--- src/rtl/alarm_scheduler_pkg.sv ---
// alarm_pkg: shared types and defaults for the alarm scheduler.
//   state_t - per-channel state (IDLE, ARMED, PENDING)
//   ts_t    - 64-bit timestamp of the free-running timer
package alarm_pkg;
    localparam int DEF_NUM_CH  = 4;
    localparam int DEF_DELAY_W = 32;

    typedef logic [63:0] ts_t;

    typedef enum logic [1:0] {
        IDLE    = 2'd0,
        ARMED   = 2'd1,
        PENDING = 2'd2
    } state_t;
endpackage

--- src/rtl/alarm_scheduler_if.sv ---
// alarm_scheduler_if: arm/cancel request bus and interrupt handshake.
//   req_valid/req_delay/req_ready - per-channel arm handshake (packed delays)
//   cancel                        - per-channel disarm
//   irq/irq_id/irq_ack            - pending-alarm interrupt and acknowledge
//   master: requester side, slave: scheduler side.
interface alarm_scheduler_if #(
    parameter int NUM_CH  = alarm_pkg::DEF_NUM_CH,
    parameter int DELAY_W = alarm_pkg::DEF_DELAY_W
);
    localparam int ID_W = $clog2(NUM_CH);

    logic [NUM_CH-1:0]         req_valid;
    logic [NUM_CH*DELAY_W-1:0] req_delay;
    logic [NUM_CH-1:0]         req_ready;
    logic [NUM_CH-1:0]         cancel;
    logic                      irq;
    logic [ID_W-1:0]           irq_id;
    logic                      irq_ack;

    modport master (
        output req_valid, req_delay, cancel, irq_ack,
        input  req_ready, irq, irq_id
    );
    modport slave (
        input  req_valid, req_delay, cancel, irq_ack,
        output req_ready, irq, irq_id
    );
endinterface

--- src/rtl/alarm_scheduler_channel.sv ---
// alarm_channel: one alarm channel - FSM, deadline register, wrap-safe
// expiry comparator and registered fire pulse.
//   clk, rst             - clock, synchronous active-high reset
//   t                    - current timer value
//   req_valid, req_delay - arm request and delay (cycles)
//   cancel, ack          - disarm / acknowledge of the pending alarm
//   req_ready            - channel can accept an arm request
//   armed, pending, fire - state flags and one-cycle expiry pulse
module alarm_channel
    import alarm_pkg::*;
#(
    parameter int DELAY_W = DEF_DELAY_W
) (
    input  logic               clk,
    input  logic               rst,
    input  ts_t                t,
    input  logic               req_valid,
    input  logic [DELAY_W-1:0] req_delay,
    input  logic               cancel,
    input  logic               ack,
    output logic               req_ready,
    output logic               armed,
    output logic               pending,
    output logic               fire
);
    state_t state, state_nx;
    ts_t    deadline;
    ts_t    diff;
    logic   accept;
    logic   expired;
    logic   fire_q;

    // Sign of the modular difference keeps the compare correct across rollover.
    assign diff    = t - deadline;
    assign expired = (state == ARMED) && !diff[63];
    assign accept  = req_valid && req_ready;

    always_ff @(posedge clk) begin
        if (rst) begin
            state    <= IDLE;
            deadline <= '0;
            fire_q   <= 1'b0;
        end else begin
            state  <= state_nx;
            fire_q <= (state == ARMED) && (state_nx == PENDING);
            if (accept)
                deadline <= t + {{(64-DELAY_W){1'b0}}, req_delay};
        end
    end

    // Cancel takes priority over both expiry and acknowledge.
    always_comb begin
        state_nx = state;
        unique case (state)
            IDLE:    if (accept) state_nx = ARMED;
            ARMED:   if (cancel) state_nx = IDLE;
                     else if (expired) state_nx = PENDING;
            PENDING: if (cancel || ack) state_nx = IDLE;
            default: state_nx = IDLE;
        endcase
    end

    always_comb begin
        req_ready = !rst && (state == IDLE) && !cancel;
        armed     = (state == ARMED);
        pending   = (state == PENDING);
        fire      = fire_q && !rst;
    end
endmodule

--- src/rtl/alarm_scheduler.sv ---
// alarm_scheduler: NUM_CH independent alarm channels plus a round-robin
// arbiter that presents one PENDING channel at a time on irq/irq_id.
//   clk, rst - clock, synchronous active-high reset
//   t        - free-running 64-bit timer value
//   bus      - request/cancel bus and irq handshake (slave side)
//   armed    - per-channel ARMED flag
//   fire     - per-channel one-cycle expiry pulse
module alarm_scheduler
    import alarm_pkg::*;
#(
    parameter int NUM_CH  = DEF_NUM_CH,
    parameter int DELAY_W = DEF_DELAY_W
) (
    input  logic              clk,
    input  logic              rst,
    input  ts_t               t,
    alarm_scheduler_if.slave  bus,
    output logic [NUM_CH-1:0] armed,
    output logic [NUM_CH-1:0] fire
);
    localparam int ID_W = $clog2(NUM_CH);

    logic [NUM_CH-1:0] pending;
    logic [NUM_CH-1:0] ack;
    logic [ID_W-1:0]   ptr;
    logic [ID_W-1:0]   hold_id;
    logic [ID_W-1:0]   pick;
    logic              hold_vld;
    logic              ack_ok;

    for (genvar i = 0; i < NUM_CH; i++) begin : g_ch
        alarm_channel #(.DELAY_W(DELAY_W)) u_ch (
            .clk       (clk),
            .rst       (rst),
            .t         (t),
            .req_valid (bus.req_valid[i]),
            .req_delay (bus.req_delay[i*DELAY_W +: DELAY_W]),
            .cancel    (bus.cancel[i]),
            .ack       (ack[i]),
            .req_ready (bus.req_ready[i]),
            .armed     (armed[i]),
            .pending   (pending[i]),
            .fire      (fire[i])
        );
    end

    // First PENDING channel at or after ptr; scanning downward lets the
    // nearest one win. Yields 0 when nothing is pending.
    always_comb begin
        pick = '0;
        for (int k = NUM_CH - 1; k >= 0; k--) begin
            if (pending[(int'(ptr) + k) % NUM_CH])
                pick = ID_W'((int'(ptr) + k) % NUM_CH);
        end
    end

    // Keep presenting the same channel while it remains PENDING.
    assign bus.irq    = |pending;
    assign bus.irq_id = (hold_vld && pending[hold_id]) ? hold_id : pick;
    assign ack_ok     = bus.irq_ack && bus.irq;

    always_comb begin
        ack = '0;
        if (ack_ok) ack[bus.irq_id] = 1'b1;
    end

    always_ff @(posedge clk) begin
        if (rst) begin
            ptr      <= '0;
            hold_id  <= '0;
            hold_vld <= 1'b0;
        end else begin
            hold_id  <= bus.irq_id;
            hold_vld <= bus.irq;
            if (ack_ok)
                ptr <= (bus.irq_id == ID_W'(NUM_CH - 1)) ? '0 : bus.irq_id + 1'b1;
        end
    end
endmodule

--- src/flat_wrapper.sv ---
// flat-port wrapper written by rule: the top's interface ports become plain ports
module alarm_scheduler_flat import alarm_pkg::*;
#(
    parameter int NUM_CH  = DEF_NUM_CH,
    parameter int DELAY_W = DEF_DELAY_W
)
  (clk, rst, t, armed, fire, bus_req_valid, bus_req_delay, bus_cancel, bus_irq_ack, bus_req_ready, bus_irq, bus_irq_id);
  alarm_scheduler_if #(.NUM_CH(NUM_CH), .DELAY_W(DELAY_W)) bus_i ();
  input  logic clk;
  input  logic rst;
  input  ts_t t;
  output logic [NUM_CH-1:0] armed;
  output logic [NUM_CH-1:0] fire;
  input wire logic [$bits(bus_i.req_valid)-1:0] bus_req_valid;
  input wire logic [$bits(bus_i.req_delay)-1:0] bus_req_delay;
  input wire logic [$bits(bus_i.cancel)-1:0] bus_cancel;
  input wire logic [$bits(bus_i.irq_ack)-1:0] bus_irq_ack;
  output wire logic [$bits(bus_i.req_ready)-1:0] bus_req_ready;
  output wire logic [$bits(bus_i.irq)-1:0] bus_irq;
  output wire logic [$bits(bus_i.irq_id)-1:0] bus_irq_id;
  assign bus_i.req_valid = bus_req_valid;
  assign bus_i.req_delay = bus_req_delay;
  assign bus_i.cancel = bus_cancel;
  assign bus_i.irq_ack = bus_irq_ack;
  assign bus_req_ready = bus_i.req_ready;
  assign bus_irq = bus_i.irq;
  assign bus_irq_id = bus_i.irq_id;
  alarm_scheduler #(.NUM_CH(NUM_CH), .DELAY_W(DELAY_W)) u_core (.clk(clk), .rst(rst), .t(t), .bus(bus_i), .armed(armed), .fire(fire));
endmodule
--- config.mk ---
export PLATFORM = sky130hd
export DESIGN_NAME = alarm_scheduler_flat
export DESIGN_NICKNAME = d
export VERILOG_FILES = /design/src/rtl/alarm_scheduler_pkg.sv /design/src/rtl/alarm_scheduler_if.sv /design/src/rtl/alarm_scheduler_channel.sv /design/src/rtl/alarm_scheduler.sv /design/src/flat_wrapper.sv
export SDC_FILE = /design/constraint.sdc
export NUM_CORES = 1
export LEC_CHECK = 0
export ABC_CLOCK_PERIOD_IN_PS = 4400
export CORE_MARGIN = 4
export CORE_UTILIZATION = 58
export DETAILED_ROUTE_END_ITERATION = 7
export PLACE_DENSITY = 0.8
export RECOVER_POWER = 25
export SYNTH_ARGS = -nofsm -noshare
export SYNTH_HDL_FRONTEND = slang
export SYNTH_SLANG_ARGS = --single-unit
--- constraint.sdc ---
create_clock -name clk -period 4.4 [get_ports clk]
set_input_delay 0.66 -clock clk [delete_from_list [all_inputs] [get_ports clk]]
set_output_delay 0.66 -clock clk [all_outputs]
set_load 0.02 [all_outputs]
==> impl_metrics.toml <==
[outcome]
status = "complete, but fails checks"
violations = "max-capacitance violations, max-slew violations"

[synthesis]
synth_area_leaders = "dfxtp_1, ha_1, a21oi_1"
yosys_most_used_dff = "dfxtp_1"
yosysTopAreaCellShare_pct = 21.5
synth_edf_count = 0
ys_seq_elements = 273
synth_top_cell_by_area = "dfxtp_1"
avgSynthCellArea_sq_um = 7.61
yosysUniqueCellTypes = 87
async_reset_ff_share_pct = 0
syn_nets = 3934
netlist_area_sq_um = 25500
syn_inst = 3347
ys_warn_count = 0
seq_area_frac_synth_pct = 21.5

[clocking]
clkSinkCount = 273
cts_made_buffers = 35
cts_resized = 0
clk_transition_reported_paths_ns = 0.06
cts-root-buf = "clkbuf_16"
clock_path_buffers = 3
clk_latency_ns = 0.57
ctsHoldBuffers = 0
cts_setup_buffers = 0
cts_tree = "built"
htreeDepth = 2

[route]
drc_errors = 0
post_drt_wl_per_cell_um = 22.6
top_layer_used = "met5"
detail_route.vias_per_cell = 6.39
wl_met2_mm = 43.0
antenna_left = 0
wl_met3_mm = 7.41
dr.pass1.iters = 6
drt-total-wl_mm = 94.6
drt_iter0_markers = 2322
wirelength_met1_mm = 36.9
vias = 26821

[critical_path]
timing.rr.end = "u_core.g_ch[0].u_ch.deadline[21]"
critPathCapture = "u_core.g_ch[3].u_ch.state[1]"
worstSetupStartpoint = "t[8]"
cp_max_fo = 5
slowest_stage = "clkdlybuf4s50_1"
regToRegSetupSlack_ns = 0.67
max_stage_delay_ns = 0.67
path_cells = "clkdlybuf4s50_1 -> buf_4 -> ha_1 -> a21o_1 -> a21oi_1 -> nor2b_1 -> o21ai_0 -> o211ai_1 -> a2111oi_0 -> buf_4 -> o21ai_0 -> a211oi_1 -> xnor2_1 -> a31o_2"
crit_path_end_kind = "flop"
worst-setup-path-type = "in -> reg"
worstPathArrival_ns = 4.66
r2r-start = "u_core.g_ch[0].u_ch.state[0]"
startpoint_type = "primary input"
reg2reg_depth = 6
worst-endpoint-required_ns = 4.86

[grt]
grt_max_degree = 81
antenna_found_initial = 4
overflow = 0
grt_pass1_vias = 26528
grt_pass1_wl_mm = 145
grt_usage_pct = 38.6

[cells_and_area]
syn2layout_area_growth_pct = 17.7
final_common_cell = "ha_1"
multi_input_area_sq_um = 18100
seq_area_sq_um = 5470
nets = 4173
final_cell_mix = "ha_1, a21oi_1, nand2_1, inv_1, dfxtp_1"
stdcell_count = 4196
final_area_sq_um = 30000
drive_gt1_share_pct = 7.37
n_fill_cell = 3632

[power_and_ir_drop]
pwr-share-seq_pct = 32.1
p_comb_share_pct = 32.8
pwr-share-clk_pct = 35.1
power.share.switching_pct = 34.3
power.leakage_nw = 12.1
p_int_mw = 5.47
switching_power_mw = 2.86
p_per_area_nw_per_um2 = 278
peakVddDrop_uv = 268
power_mw = 8.32

[placed_design]
placedInstanceArea_sq_um = 28900
pre_cts_ws_ns = -0.272
portBuffers = 217
dp_hpwl_mm = 72.2
place.gp.congestion = 1.03
dp.cells = 4134

[die]
die-area_sq_um = 47300
design.core.area_sq_um = 43300
rows = 76
die_width_um = 218
start_util_pct = 58.8
ioPinCount = 218
die_y_um = 218

[timing]
timing.fmax_ghz = 0.238
hold_ws_ns = 0.448
period_share_pct = 95.4
min_period_ns = 4.20
setup_viol = 0
skew_ns = 0.0204
setup_ws_ns = 0.201
slew_headroom_pct = -26.5
finalHoldViolations = 0
slew_viol_final = 170
rsz0062_at_grt = "false"
worst_pin_slew_ns = 1.90

[min_path]
hold_path_class = "reg -> reg"

[job]
max_cap_violations = 4
-- critical path, delay by kind of cell --
kind                     cells  cell delay (ns)
buffers and inverters        3             1.13
adder cells (fa/ha/maj)      1             0.26
AND/OR/NAND/NOR              1             0.06
AO/OA/AOI/OAI                8             2.28
XOR/XNOR                     1             0.25
-- routing by layer --
layer,up-vias,track usage [%]
met2,1316,64.2
met3,375,6.74
met1,12567,45.7
li1,12559,-
met4,4,25.4
met5,-,0
-- final cells by class --
type	count	share of cell area [%]
multi-input cells	2611	60.5
flip-flops and latches	273	18.2
clock buffers	54	3.57
clock inverters	7	0.209
well taps	585	2.44
inverters	284	3.56
diodes	1	0.00835
repair buffers	381	11.5
-- power groups by stage --
stage / Clock (mW) / Combinational (mW) / Sequential (mW)
detailed placement: 0 / 2.66 / 2.72
CTS: 2.93 / 2.68 / 2.67
floorplan: 0 / 1.69 / 2.70
finish: 2.92 / 2.73 / 2.67
global placement: 0 / 2.58 / 2.71
global route: 3.03 / 2.97 / 2.68
-- sequential cells by signal (all words and copies together) (netlist names) --
name	count
u_core.ptr	2
u_core.g_ch.u_ch.state	8
u_core.hold_id	2
u_core.hold_vld	1
u_core.g_ch.u_ch.deadline	256
u_core.g_ch.u_ch.fire_q	4
-- per-stage QoR --
step | util, % | setup TNS (ns)
6_report | 69.2 | 0
3_3_place_gp | 66.7 | -0.756
3_5_place_dp | 66.7 | -1.11
4_1_cts | 69.3 | 0
5_1_grt | 69.2 | 0
2_1_floorplan | - | 0
-- logic make-up after synthesis --
| group | Yosys count | synth area share [%] |
|---|---|---|
| fa+ha+maj | 384 | 19.0 |
| mux | 1 | 0.0393 |
| flops | 273 | 21.5 |
| compound gates | 1061 | 27.5 |
| buf+inv | 463 | 7.39 |
| xor+xnor | 173 | 5.95 |
| simple gates | 992 | 18.7 |
-- worst min path at each step --
stage                                                start                                to  slack, ns  cells past startpoint
final                     u_core.g_ch[3].u_ch.deadline[31]  u_core.g_ch[3].u_ch.deadline[31]       0.45                      2
after global routing      u_core.g_ch[1].u_ch.deadline[13]  u_core.g_ch[1].u_ch.deadline[13]       0.47                      2
after CTS                  u_core.g_ch[2].u_ch.deadline[6]   u_core.g_ch[2].u_ch.deadline[6]       0.45                      2
after detailed placement   u_core.g_ch[2].u_ch.deadline[6]   u_core.g_ch[2].u_ch.deadline[6]       0.44                      2
after global placement    u_core.g_ch[1].u_ch.deadline[13]  u_core.g_ch[1].u_ch.deadline[13]       0.44                      2
after floorplan           u_core.g_ch[3].u_ch.deadline[39]  u_core.g_ch[3].u_ch.deadline[39]       0.43                      2
-- Yosys cell counts, types with 17 or more instances --
| library cell | instances |
|---|---|
| xnor2_1 | 96 |
| a311oi_1 | 36 |
| nor2_1 | 232 |
| ha_1 | 380 |
| o31ai_1 | 29 |
| o21a_1 | 24 |
| a21oi_1 | 341 |
| inv_1 | 284 |
| or3_1 | 42 |
| nand4_1 | 77 |
| nand2_1 | 324 |
| buf_4 | 17 |
| and3_1 | 40 |
| nor4_1 | 17 |
| a211oi_1 | 106 |
| clkbuf_1 | 133 |
| nor3_1 | 53 |
| a31oi_1 | 24 |
| nand3_1 | 66 |
| o21ai_0 | 152 |
| nand2b_1 | 19 |
| and2_1 | 22 |
| xor2_1 | 77 |
| dfxtp_1 | 273 |
| nor2b_1 | 44 |
| a21o_1 | 186 |
Power figures use the tool's default switching activity.
